==> src/rtl/div_dispatch_if.sv <==
// Handshake bundle between the issue stage, the dispatcher, the serial divider and writeback.
// The slave modport is the dispatcher's view; master is the surrounding environment.
interface div_dispatch_if #(
    parameter int WIDTH         = 64,
    parameter int TRANS_ID_BITS = 3
) ();
    logic                     flush_i;
    logic                     fu_valid_i;
    logic                     fu_ready_o;
    logic [TRANS_ID_BITS-1:0] id_i;
    logic [WIDTH-1:0]         op_a_i;
    logic [WIDTH-1:0]         op_b_i;
    logic [1:0]               opcode_i;

    logic                     div_vld_o;
    logic                     div_rdy_i;
    logic [TRANS_ID_BITS-1:0] div_id_o;
    logic [WIDTH-1:0]         div_op_a_o;
    logic [WIDTH-1:0]         div_op_b_o;
    logic [1:0]               div_opcode_o;
    logic                     div_flush_o;

    logic                     div_out_vld_i;
    logic                     div_out_rdy_o;
    logic [TRANS_ID_BITS-1:0] div_id_i;
    logic [WIDTH-1:0]         div_res_i;

    logic                     wb_valid_o;
    logic                     wb_ready_i;
    logic [TRANS_ID_BITS-1:0] wb_id_o;
    logic [WIDTH-1:0]         wb_result_o;
    logic                     id_err_o;

    modport slave (
        input  flush_i, fu_valid_i, id_i, op_a_i, op_b_i, opcode_i,
        input  div_rdy_i, div_out_vld_i, div_id_i, div_res_i, wb_ready_i,
        output fu_ready_o, div_vld_o, div_id_o, div_op_a_o, div_op_b_o, div_opcode_o,
        output div_flush_o, div_out_rdy_o, wb_valid_o, wb_id_o, wb_result_o, id_err_o
    );

    modport master (
        output flush_i, fu_valid_i, id_i, op_a_i, op_b_i, opcode_i,
        output div_rdy_i, div_out_vld_i, div_id_i, div_res_i, wb_ready_i,
        input  fu_ready_o, div_vld_o, div_id_o, div_op_a_o, div_op_b_o, div_opcode_o,
        input  div_flush_o, div_out_rdy_o, wb_valid_o, wb_id_o, wb_result_o, id_err_o
    );
endinterface

==> src/rtl/div_dispatch.sv <==
// Dispatcher in front of a single-outstanding serial divider: launches requests, short-circuits
// divide-by-zero, and funnels results through a 2-entry in-order writeback FIFO.
module div_dispatch #(
    parameter int WIDTH         = 64,
    parameter int TRANS_ID_BITS = 3
) (
    input  logic           clk_i,
    input  logic           rst_ni,
    div_dispatch_if.slave  bus
);

    typedef enum logic [0:0] {
        IDLE = 1'b0,
        BUSY = 1'b1
    } state_e;

    state_e                   state_q, state_d;
    logic                     div_rdy_q;
    logic                     flush_q;
    logic [TRANS_ID_BITS-1:0] id_q, id_d;
    logic                     id_err_q, id_err_d;

    logic [TRANS_ID_BITS-1:0] fifo_id_q  [2];
    logic [WIDTH-1:0]         fifo_res_q [2];
    logic                     wr_ptr_q, wr_ptr_d;
    logic                     rd_ptr_q, rd_ptr_d;
    logic [1:0]               cnt_q, cnt_d;

    logic                     full_s;
    logic                     empty_s;
    logic                     pop_s;
    logic                     push_s;
    logic [TRANS_ID_BITS-1:0] push_id_s;
    logic [WIDTH-1:0]         push_res_s;
    logic                     fu_ready_s;
    logic                     div_vld_s;
    logic                     div_out_rdy_s;

    assign full_s  = (cnt_q == 2'd2);
    assign empty_s = (cnt_q == 2'd0);
    assign pop_s   = ~empty_s & bus.wb_ready_i;

    // Control FSM: launch, zero-divisor bypass, result capture and flush handling.
    always_comb begin
        state_d       = state_q;
        id_d          = id_q;
        id_err_d      = id_err_q;
        push_s        = 1'b0;
        push_id_s     = '0;
        push_res_s    = '0;
        fu_ready_s    = 1'b0;
        div_vld_s     = 1'b0;
        div_out_rdy_s = 1'b0;
        case (state_q)
            IDLE: begin
                // The divider ignores loads while its own registered flush is active.
                fu_ready_s = div_rdy_q & ~bus.flush_i & ~flush_q & ~full_s;
                if (bus.fu_valid_i && fu_ready_s) begin
                    if (bus.op_b_i != {WIDTH{1'b0}}) begin
                        div_vld_s = 1'b1;
                        id_d      = bus.id_i;
                        state_d   = BUSY;
                    end else begin
                        push_s     = 1'b1;
                        push_id_s  = bus.id_i;
                        push_res_s = bus.opcode_i[1] ? bus.op_a_i : {WIDTH{1'b1}};
                    end
                end else begin
                    state_d = IDLE;
                end
            end
            BUSY: begin
                div_out_rdy_s = ~full_s;
                if (bus.div_out_vld_i && div_out_rdy_s) begin
                    state_d = IDLE;
                    if (!bus.flush_i) begin
                        push_s     = 1'b1;
                        push_id_s  = id_q;
                        push_res_s = bus.div_res_i;
                        if (bus.div_id_i != id_q) begin
                            id_err_d = 1'b1;
                        end else begin
                            id_err_d = id_err_q;
                        end
                    end else begin
                        push_s = 1'b0;
                    end
                end else begin
                    state_d = BUSY;
                end
            end
            default: begin
                state_d = IDLE;
            end
        endcase
        if (bus.flush_i) begin
            state_d = IDLE;
            push_s  = 1'b0;
        end else begin
            state_d = state_d;
        end
    end

    // FIFO pointer/occupancy next-state; a flush empties it outright.
    always_comb begin
        wr_ptr_d = wr_ptr_q;
        rd_ptr_d = rd_ptr_q;
        cnt_d    = cnt_q;
        if (bus.flush_i) begin
            wr_ptr_d = 1'b0;
            rd_ptr_d = 1'b0;
            cnt_d    = 2'd0;
        end else begin
            wr_ptr_d = wr_ptr_q ^ push_s;
            rd_ptr_d = rd_ptr_q ^ pop_s;
            case ({push_s, pop_s})
                2'b10:   cnt_d = cnt_q + 2'd1;
                2'b01:   cnt_d = cnt_q - 2'd1;
                default: cnt_d = cnt_q;
            endcase
        end
    end

    // State, handshake history and FIFO storage.
    always_ff @(posedge clk_i) begin
        if (!rst_ni) begin
            state_q       <= IDLE;
            div_rdy_q     <= 1'b0;
            flush_q       <= 1'b0;
            id_q          <= '0;
            id_err_q      <= 1'b0;
            wr_ptr_q      <= 1'b0;
            rd_ptr_q      <= 1'b0;
            cnt_q         <= 2'd0;
            fifo_id_q[0]  <= '0;
            fifo_id_q[1]  <= '0;
            fifo_res_q[0] <= '0;
            fifo_res_q[1] <= '0;
        end else begin
            state_q   <= state_d;
            div_rdy_q <= bus.div_rdy_i;
            flush_q   <= bus.flush_i;
            id_q      <= id_d;
            id_err_q  <= id_err_d;
            wr_ptr_q  <= wr_ptr_d;
            rd_ptr_q  <= rd_ptr_d;
            cnt_q     <= cnt_d;
            if (push_s) begin
                fifo_id_q[wr_ptr_q]  <= push_id_s;
                fifo_res_q[wr_ptr_q] <= push_res_s;
            end else begin
                fifo_id_q[wr_ptr_q]  <= fifo_id_q[wr_ptr_q];
                fifo_res_q[wr_ptr_q] <= fifo_res_q[wr_ptr_q];
            end
        end
    end

    assign bus.fu_ready_o    = fu_ready_s;
    assign bus.div_vld_o     = div_vld_s;
    assign bus.div_id_o      = bus.id_i;
    assign bus.div_op_a_o    = bus.op_a_i;
    assign bus.div_op_b_o    = bus.op_b_i;
    assign bus.div_opcode_o  = bus.opcode_i;
    assign bus.div_flush_o   = bus.flush_i;
    assign bus.div_out_rdy_o = div_out_rdy_s;
    assign bus.wb_valid_o    = ~empty_s;
    assign bus.wb_id_o       = fifo_id_q[rd_ptr_q];
    assign bus.wb_result_o   = fifo_res_q[rd_ptr_q];
    assign bus.id_err_o      = id_err_q;

endmodule

==> src/flat_wrapper.sv <==
// flat-port wrapper written by rule: the top's interface ports become plain ports
module div_dispatch_flat 
#(
    parameter int WIDTH         = 64,
    parameter int TRANS_ID_BITS = 3
)
  (clk_i, rst_ni, bus_flush_i, bus_fu_valid_i, bus_id_i, bus_op_a_i, bus_op_b_i, bus_opcode_i, bus_div_rdy_i, bus_div_out_vld_i, bus_div_id_i, bus_div_res_i, bus_wb_ready_i, bus_fu_ready_o, bus_div_vld_o, bus_div_id_o, bus_div_op_a_o, bus_div_op_b_o, bus_div_opcode_o, bus_div_flush_o, bus_div_out_rdy_o, bus_wb_valid_o, bus_wb_id_o, bus_wb_result_o, bus_id_err_o);
  div_dispatch_if #(.WIDTH(WIDTH), .TRANS_ID_BITS(TRANS_ID_BITS)) bus_i ();
  input  logic clk_i;
  input  logic rst_ni;
  input wire logic [$bits(bus_i.flush_i)-1:0] bus_flush_i;
  input wire logic [$bits(bus_i.fu_valid_i)-1:0] bus_fu_valid_i;
  input wire logic [$bits(bus_i.id_i)-1:0] bus_id_i;
  input wire logic [$bits(bus_i.op_a_i)-1:0] bus_op_a_i;
  input wire logic [$bits(bus_i.op_b_i)-1:0] bus_op_b_i;
  input wire logic [$bits(bus_i.opcode_i)-1:0] bus_opcode_i;
  input wire logic [$bits(bus_i.div_rdy_i)-1:0] bus_div_rdy_i;
  input wire logic [$bits(bus_i.div_out_vld_i)-1:0] bus_div_out_vld_i;
  input wire logic [$bits(bus_i.div_id_i)-1:0] bus_div_id_i;
  input wire logic [$bits(bus_i.div_res_i)-1:0] bus_div_res_i;
  input wire logic [$bits(bus_i.wb_ready_i)-1:0] bus_wb_ready_i;
  output wire logic [$bits(bus_i.fu_ready_o)-1:0] bus_fu_ready_o;
  output wire logic [$bits(bus_i.div_vld_o)-1:0] bus_div_vld_o;
  output wire logic [$bits(bus_i.div_id_o)-1:0] bus_div_id_o;
  output wire logic [$bits(bus_i.div_op_a_o)-1:0] bus_div_op_a_o;
  output wire logic [$bits(bus_i.div_op_b_o)-1:0] bus_div_op_b_o;
  output wire logic [$bits(bus_i.div_opcode_o)-1:0] bus_div_opcode_o;
  output wire logic [$bits(bus_i.div_flush_o)-1:0] bus_div_flush_o;
  output wire logic [$bits(bus_i.div_out_rdy_o)-1:0] bus_div_out_rdy_o;
  output wire logic [$bits(bus_i.wb_valid_o)-1:0] bus_wb_valid_o;
  output wire logic [$bits(bus_i.wb_id_o)-1:0] bus_wb_id_o;
  output wire logic [$bits(bus_i.wb_result_o)-1:0] bus_wb_result_o;
  output wire logic [$bits(bus_i.id_err_o)-1:0] bus_id_err_o;
  assign bus_i.flush_i = bus_flush_i;
  assign bus_i.fu_valid_i = bus_fu_valid_i;
  assign bus_i.id_i = bus_id_i;
  assign bus_i.op_a_i = bus_op_a_i;
  assign bus_i.op_b_i = bus_op_b_i;
  assign bus_i.opcode_i = bus_opcode_i;
  assign bus_i.div_rdy_i = bus_div_rdy_i;
  assign bus_i.div_out_vld_i = bus_div_out_vld_i;
  assign bus_i.div_id_i = bus_div_id_i;
  assign bus_i.div_res_i = bus_div_res_i;
  assign bus_i.wb_ready_i = bus_wb_ready_i;
  assign bus_fu_ready_o = bus_i.fu_ready_o;
  assign bus_div_vld_o = bus_i.div_vld_o;
  assign bus_div_id_o = bus_i.div_id_o;
  assign bus_div_op_a_o = bus_i.div_op_a_o;
  assign bus_div_op_b_o = bus_i.div_op_b_o;
  assign bus_div_opcode_o = bus_i.div_opcode_o;
  assign bus_div_flush_o = bus_i.div_flush_o;
  assign bus_div_out_rdy_o = bus_i.div_out_rdy_o;
  assign bus_wb_valid_o = bus_i.wb_valid_o;
  assign bus_wb_id_o = bus_i.wb_id_o;
  assign bus_wb_result_o = bus_i.wb_result_o;
  assign bus_id_err_o = bus_i.id_err_o;
  div_dispatch #(.WIDTH(WIDTH), .TRANS_ID_BITS(TRANS_ID_BITS)) u_core (.clk_i(clk_i), .rst_ni(rst_ni), .bus(bus_i));
endmodule
==> config.mk <==
export PLATFORM = sky130hd
export DESIGN_NAME = div_dispatch_flat
export DESIGN_NICKNAME = d
export VERILOG_FILES = /design/src/rtl/div_dispatch_if.sv /design/src/rtl/div_dispatch.sv /design/src/flat_wrapper.sv
export SDC_FILE = /design/constraint.sdc
export NUM_CORES = 1
export LEC_CHECK = 0
export CORE_AREA = 3 3 160 162
export DETAILED_ROUTE_END_ITERATION = 8
export DIE_AREA = 0 0 163 165
export PLACE_DENSITY = 0.74
export SYNTH_ARGS = -nofsm -noshare
export SYNTH_HDL_FRONTEND = slang
export SYNTH_SLANG_ARGS = --single-unit
export TNS_END_PERCENT = 5
==> constraint.sdc <==
create_clock -name clk_i -period 12.6 [get_ports clk_i]
set_input_delay 2.52 -clock clk_i [delete_from_list [all_inputs] [get_ports clk_i]]
set_output_delay 2.52 -clock clk_i [all_outputs]
set_load 0.02 [all_outputs]
==> run summary <==
The number of global-route vias before repair is 7058, and the core box area is 24200 µm². In this run the vertical extent of the chip is 165 µm. The run gives 11700 µm² as the post-place instance area. The tools report the boundary pin count as 413. The wire length on met1 was 10.3 mm.

Mean area per synthesized cell: 10.5 µm². CTS built an H-tree with a depth of 4. The tools report the number of buffers on the longest clock path as 2. The critical path is of the input port to output pin type. The number of setup buffers added after CTS is 0. The final non-filler cell area was 12300 µm².

The run gives 26900 µm² as the area enclosed by the die boundary. Most frequent cell on the critical path: sky130_fd_sc_hd__clkdlybuf4s50_1. Entering global routing, the biggest net connects 72 pins. Synthesized netlist net count: 1008.

The cell with the biggest individual delay on the critical path is sky130_fd_sc_hd__buf_4. The final clock skew was 13.3 ps. The count of buffers added on input and output ports is 410.

For this design, the CTS-stage hold fixing added 0 buffers. Final core area utilization: 0.508. The run gives 10080 ps as the required time at the worst-slack endpoint. The signal on the critical path passes through clkdlybuf4s50_1, nor4_1, nand4_1, nor4_4, buf_4, nor2_2, clkdlybuf4s50_1. Once detailed placement completed, the half-perimeter wirelength came to 18.5 mm. Top routing layer in use: met4. The detailed router placed 6870 vias in this run.

IR analysis of the VDD net gives a maximum drop of 0.0721 mV. After detailed routing, the met3 layer carries 1.94 mm of wire. The overall fraction of global-route tracks in use came out at 0.197. The relative slew slack came out at 0.306. Synthesis produced 800 cells. Along the worst path, the maximum fanout reaches 71.

The period utilization was 0.644; the setup total negative slack was 0 ps. TritonCTS built the clock tree. The critical path startpoint category was an input port. Weighted congestion at the end of routability-driven global placement: 0.827.

In this run the power density over the cells is 103 nW/µm². The power after layout is 1.27 mW. The fmax is 0.123 GHz, and the transition at the pin with the smallest max-transition slack is 1040 ps. For the layout filler cell count, the log shows 2231. The kind of capture point of the worst setup path is an output pin. The first global-routing pass estimated 40.6 mm of wire. Hold violation total from the final report: 0. In this design, the stage delay of the slowest critical-path cell is 730 ps. The setup slack after layout was 4490 ps; the distinct cell type count after synthesis was 36. Across the run, the number of max-cap violations was 0.

In the final routed layout, each cell accounts on average for 19.8 µm. The cell sitting at the root of the clock tree is a sky130_fd_sc_hd__clkbuf_16. The tools report the count of yosys warnings during synthesis as 0.

The number of violations reported at the end of detailed-routing iteration 0 was 485. The critical path data arrival time came out at 5590 ps. The share of cells above drive strength 1 came out at 0.113. The tools report the number of iterations in the first detailed-routing pass as 5. TritonCTS created 17 clock buffers. The leakage power was 4.08 nW.

For this block, the routed nets add up to 27.5 mm of wire. Setup repair after global routing left no endpoint under its margin. For this run, design rule violations remaining after detail routing come to 0. Synthesis inferred 145 register bits.

The later pin in the worst-skew pair is clocked with a latency of 410 ps. Global route total overflow: 0. Final count of pins violating max slew: 0.

The number of antenna violations at the first check in global routing is 2, and the width of the die is 163 µm. Using the TritonRoute via totals, the vias-per-cell ratio works out to 4.95. OpenSTA, run right after detailed placement, puts the worst setup slack at 4390 ps.

The tools report the fraction of the yosys area taken by sequential cells as 0.506. Gates resized during post-CTS repair numbered 0. Wire segments on met2 add up to 14.7 mm in the final route. In this run the remaining antenna-violating nets after routing total 0. Clock tree synthesis found a total of 145 sinks. The run gives 0.346 as the starting density of the core. Summing every instance area after synthesis gives 8390 µm². After clock tree synthesis, the clock-pin slew on the worst setup and hold paths is 70 ps.

The worst hold path belongs to the class flip-flop to flip-flop. For the finished layout, the period the worst path requires is 8110 ps. Setup violations remaining at the end of the flow were counted as 0. The run finished with clean final reports.

After the last flow step, the layout net total stands at 1258. The number of rows in the core area is 57, and the area growth from synthesis to layout is 46.9%.
## critical path, delay by kind of cell
family / cells / cell delay [ps]
buf+inv: 3 / 1760
simple gates: 4 / 1270
## power by group
part           switching [mW]  internal [mW]
Combinational          0.0983          0.119
Sequential            0.00362          0.539
Clock                   0.220          0.288
Total                   0.322          0.946
## state kept, by name, indices dropped and copies added, names as in the netlist
register	flops
u_core.id_q	3
u_core.rd_ptr_q	1
u_core.cnt_q	2
u_core.div_rdy_q	1
u_core.state_q	1
u_core.flush_q	1
u_core.fifo_id_q	6
u_core.bus.id_err_o	1
u_core.wr_ptr_q	1
u_core.fifo_res_q	128
## final timing paths
path                  start                        to  slack [ps]  cells after the start
max          bus_op_b_i[17]             bus_div_vld_o        4490                      7
min          u_core.id_q[0]            u_core.id_q[0]         490                      2
max reg2reg  u_core.state_q  u_core.fifo_res_q[1][34]        9050                      6
min reg2reg  u_core.id_q[0]            u_core.id_q[0]         490                      2
## per-stage QoR
step                      hold slack [ps]  cells
final                                 492   1389
after CTS                             496   1387
after global routing                  519   1389
after detailed placement              486   1355
after floorplan                       460    800
after global placement                471   1355
## synth_stat cells
master | instances | area (µm²)
sky130_fd_sc_hd__a21boi_0 | 1 | 7.51
sky130_fd_sc_hd__a21oi_1 | 130 | 651
sky130_fd_sc_hd__a21oi_2 | 1 | 8.76
sky130_fd_sc_hd__a22oi_1 | 1 | 7.51
sky130_fd_sc_hd__a32oi_1 | 3 | 26.3
sky130_fd_sc_hd__and2_1 | 5 | 31.3
sky130_fd_sc_hd__and3_1 | 1 | 6.26
sky130_fd_sc_hd__and4b_1 | 1 | 10.0
sky130_fd_sc_hd__buf_1 | 7 | 26.3
sky130_fd_sc_hd__buf_2 | 8 | 40.0
sky130_fd_sc_hd__buf_4 | 134 | 1010
sky130_fd_sc_hd__buf_6 | 7 | 78.8
sky130_fd_sc_hd__clkbuf_1 | 31 | 116
sky130_fd_sc_hd__dfxtp_1 | 11 | 220
sky130_fd_sc_hd__edfxtp_1 | 134 | 4020
sky130_fd_sc_hd__ha_1 | 1 | 12.5
sky130_fd_sc_hd__inv_1 | 1 | 3.75
sky130_fd_sc_hd__mux2_2 | 67 | 754
sky130_fd_sc_hd__mux2i_1 | 3 | 30.0
sky130_fd_sc_hd__nand2_1 | 73 | 274
sky130_fd_sc_hd__nand2b_1 | 67 | 419
sky130_fd_sc_hd__nand3_1 | 67 | 335
sky130_fd_sc_hd__nand4_1 | 4 | 25.0
sky130_fd_sc_hd__nor2_1 | 9 | 33.8
sky130_fd_sc_hd__nor2_2 | 1 | 6.26
sky130_fd_sc_hd__nor2b_1 | 1 | 6.26
sky130_fd_sc_hd__nor3_1 | 1 | 5.00
sky130_fd_sc_hd__nor4_1 | 16 | 100
sky130_fd_sc_hd__nor4_4 | 1 | 21.3
sky130_fd_sc_hd__nor4b_1 | 1 | 8.76
sky130_fd_sc_hd__o21ai_0 | 3 | 15.0
sky130_fd_sc_hd__o21ba_2 | 1 | 10.0
sky130_fd_sc_hd__or2_2 | 1 | 6.26
sky130_fd_sc_hd__or3_1 | 1 | 6.26
sky130_fd_sc_hd__xnor2_1 | 5 | 43.8
sky130_fd_sc_hd__xor2_1 | 1 | 8.76
## metal layers
layer | track usage | vias to the layer above
met5 | 0 | -
met2 | 0.356 | 319
li1 | - | 3234
met3 | 0.0459 | 29
met1 | 0.229 | 3288
met4 | 0.0688 | 0
## cells by family (layout without fill, tap and decap cells)
group / after synthesis / count (layout) / share of synthesized area
buf+inv: 188 / 451 / 0.152
other cells: 0 / 2 / 0
fa+ha+maj: 1 / 1 / 0.00149
simple gates: 250 / 250 / 0.154
xor+xnor: 6 / 6 / 0.00627
compound gates: 140 / 140 / 0.0865
flops: 145 / 145 / 0.506
mux: 70 / 70 / 0.0936
## final cells by class
| cell class | instances | area, µm² | area share |
|---|---|---|---|
| Antenna cell | 2 | 5.00 | 0.000406 |
| Multi-Input combinational cell | 467 | 2900 | 0.235 |
| Inverter | 1 | 3.75 | 0.000305 |
| Sequential cell | 145 | 4250 | 0.345 |
| Tap cell | 324 | 405 | 0.0329 |
| Timing Repair Buffer | 418 | 4160 | 0.338 |
| Clock buffer | 20 | 489 | 0.0397 |
| Clock inverter | 12 | 106 | 0.00863 |
## layout by cell type (no fill, tap or decap), types with 2 or more instances in the layout
cell type and instances:
sky130_fd_sc_hd__clkdlybuf4s50_1 409, sky130_fd_sc_hd__edfxtp_1 134, sky130_fd_sc_hd__a21oi_1 130, sky130_fd_sc_hd__nand2_1 71
sky130_fd_sc_hd__mux2_2 67, sky130_fd_sc_hd__nand2b_1 67, sky130_fd_sc_hd__nand3_1 67, sky130_fd_sc_hd__clkbuf_16 19
sky130_fd_sc_hd__nor4_1 16, sky130_fd_sc_hd__dfxtp_1 10, sky130_fd_sc_hd__nor2_1 9, sky130_fd_sc_hd__buf_4 8
sky130_fd_sc_hd__inv_6 7, sky130_fd_sc_hd__and2_1 5, sky130_fd_sc_hd__xnor2_1 5, sky130_fd_sc_hd__nand4_1 4
sky130_fd_sc_hd__a32oi_1 3, sky130_fd_sc_hd__mux2i_1 3, sky130_fd_sc_hd__diode_2 2, sky130_fd_sc_hd__o21ai_4 2
sky130_fd_sc_hd__nand2_2 2, sky130_fd_sc_hd__clkinv_2 2
Power figures use the tool's default switching activity.
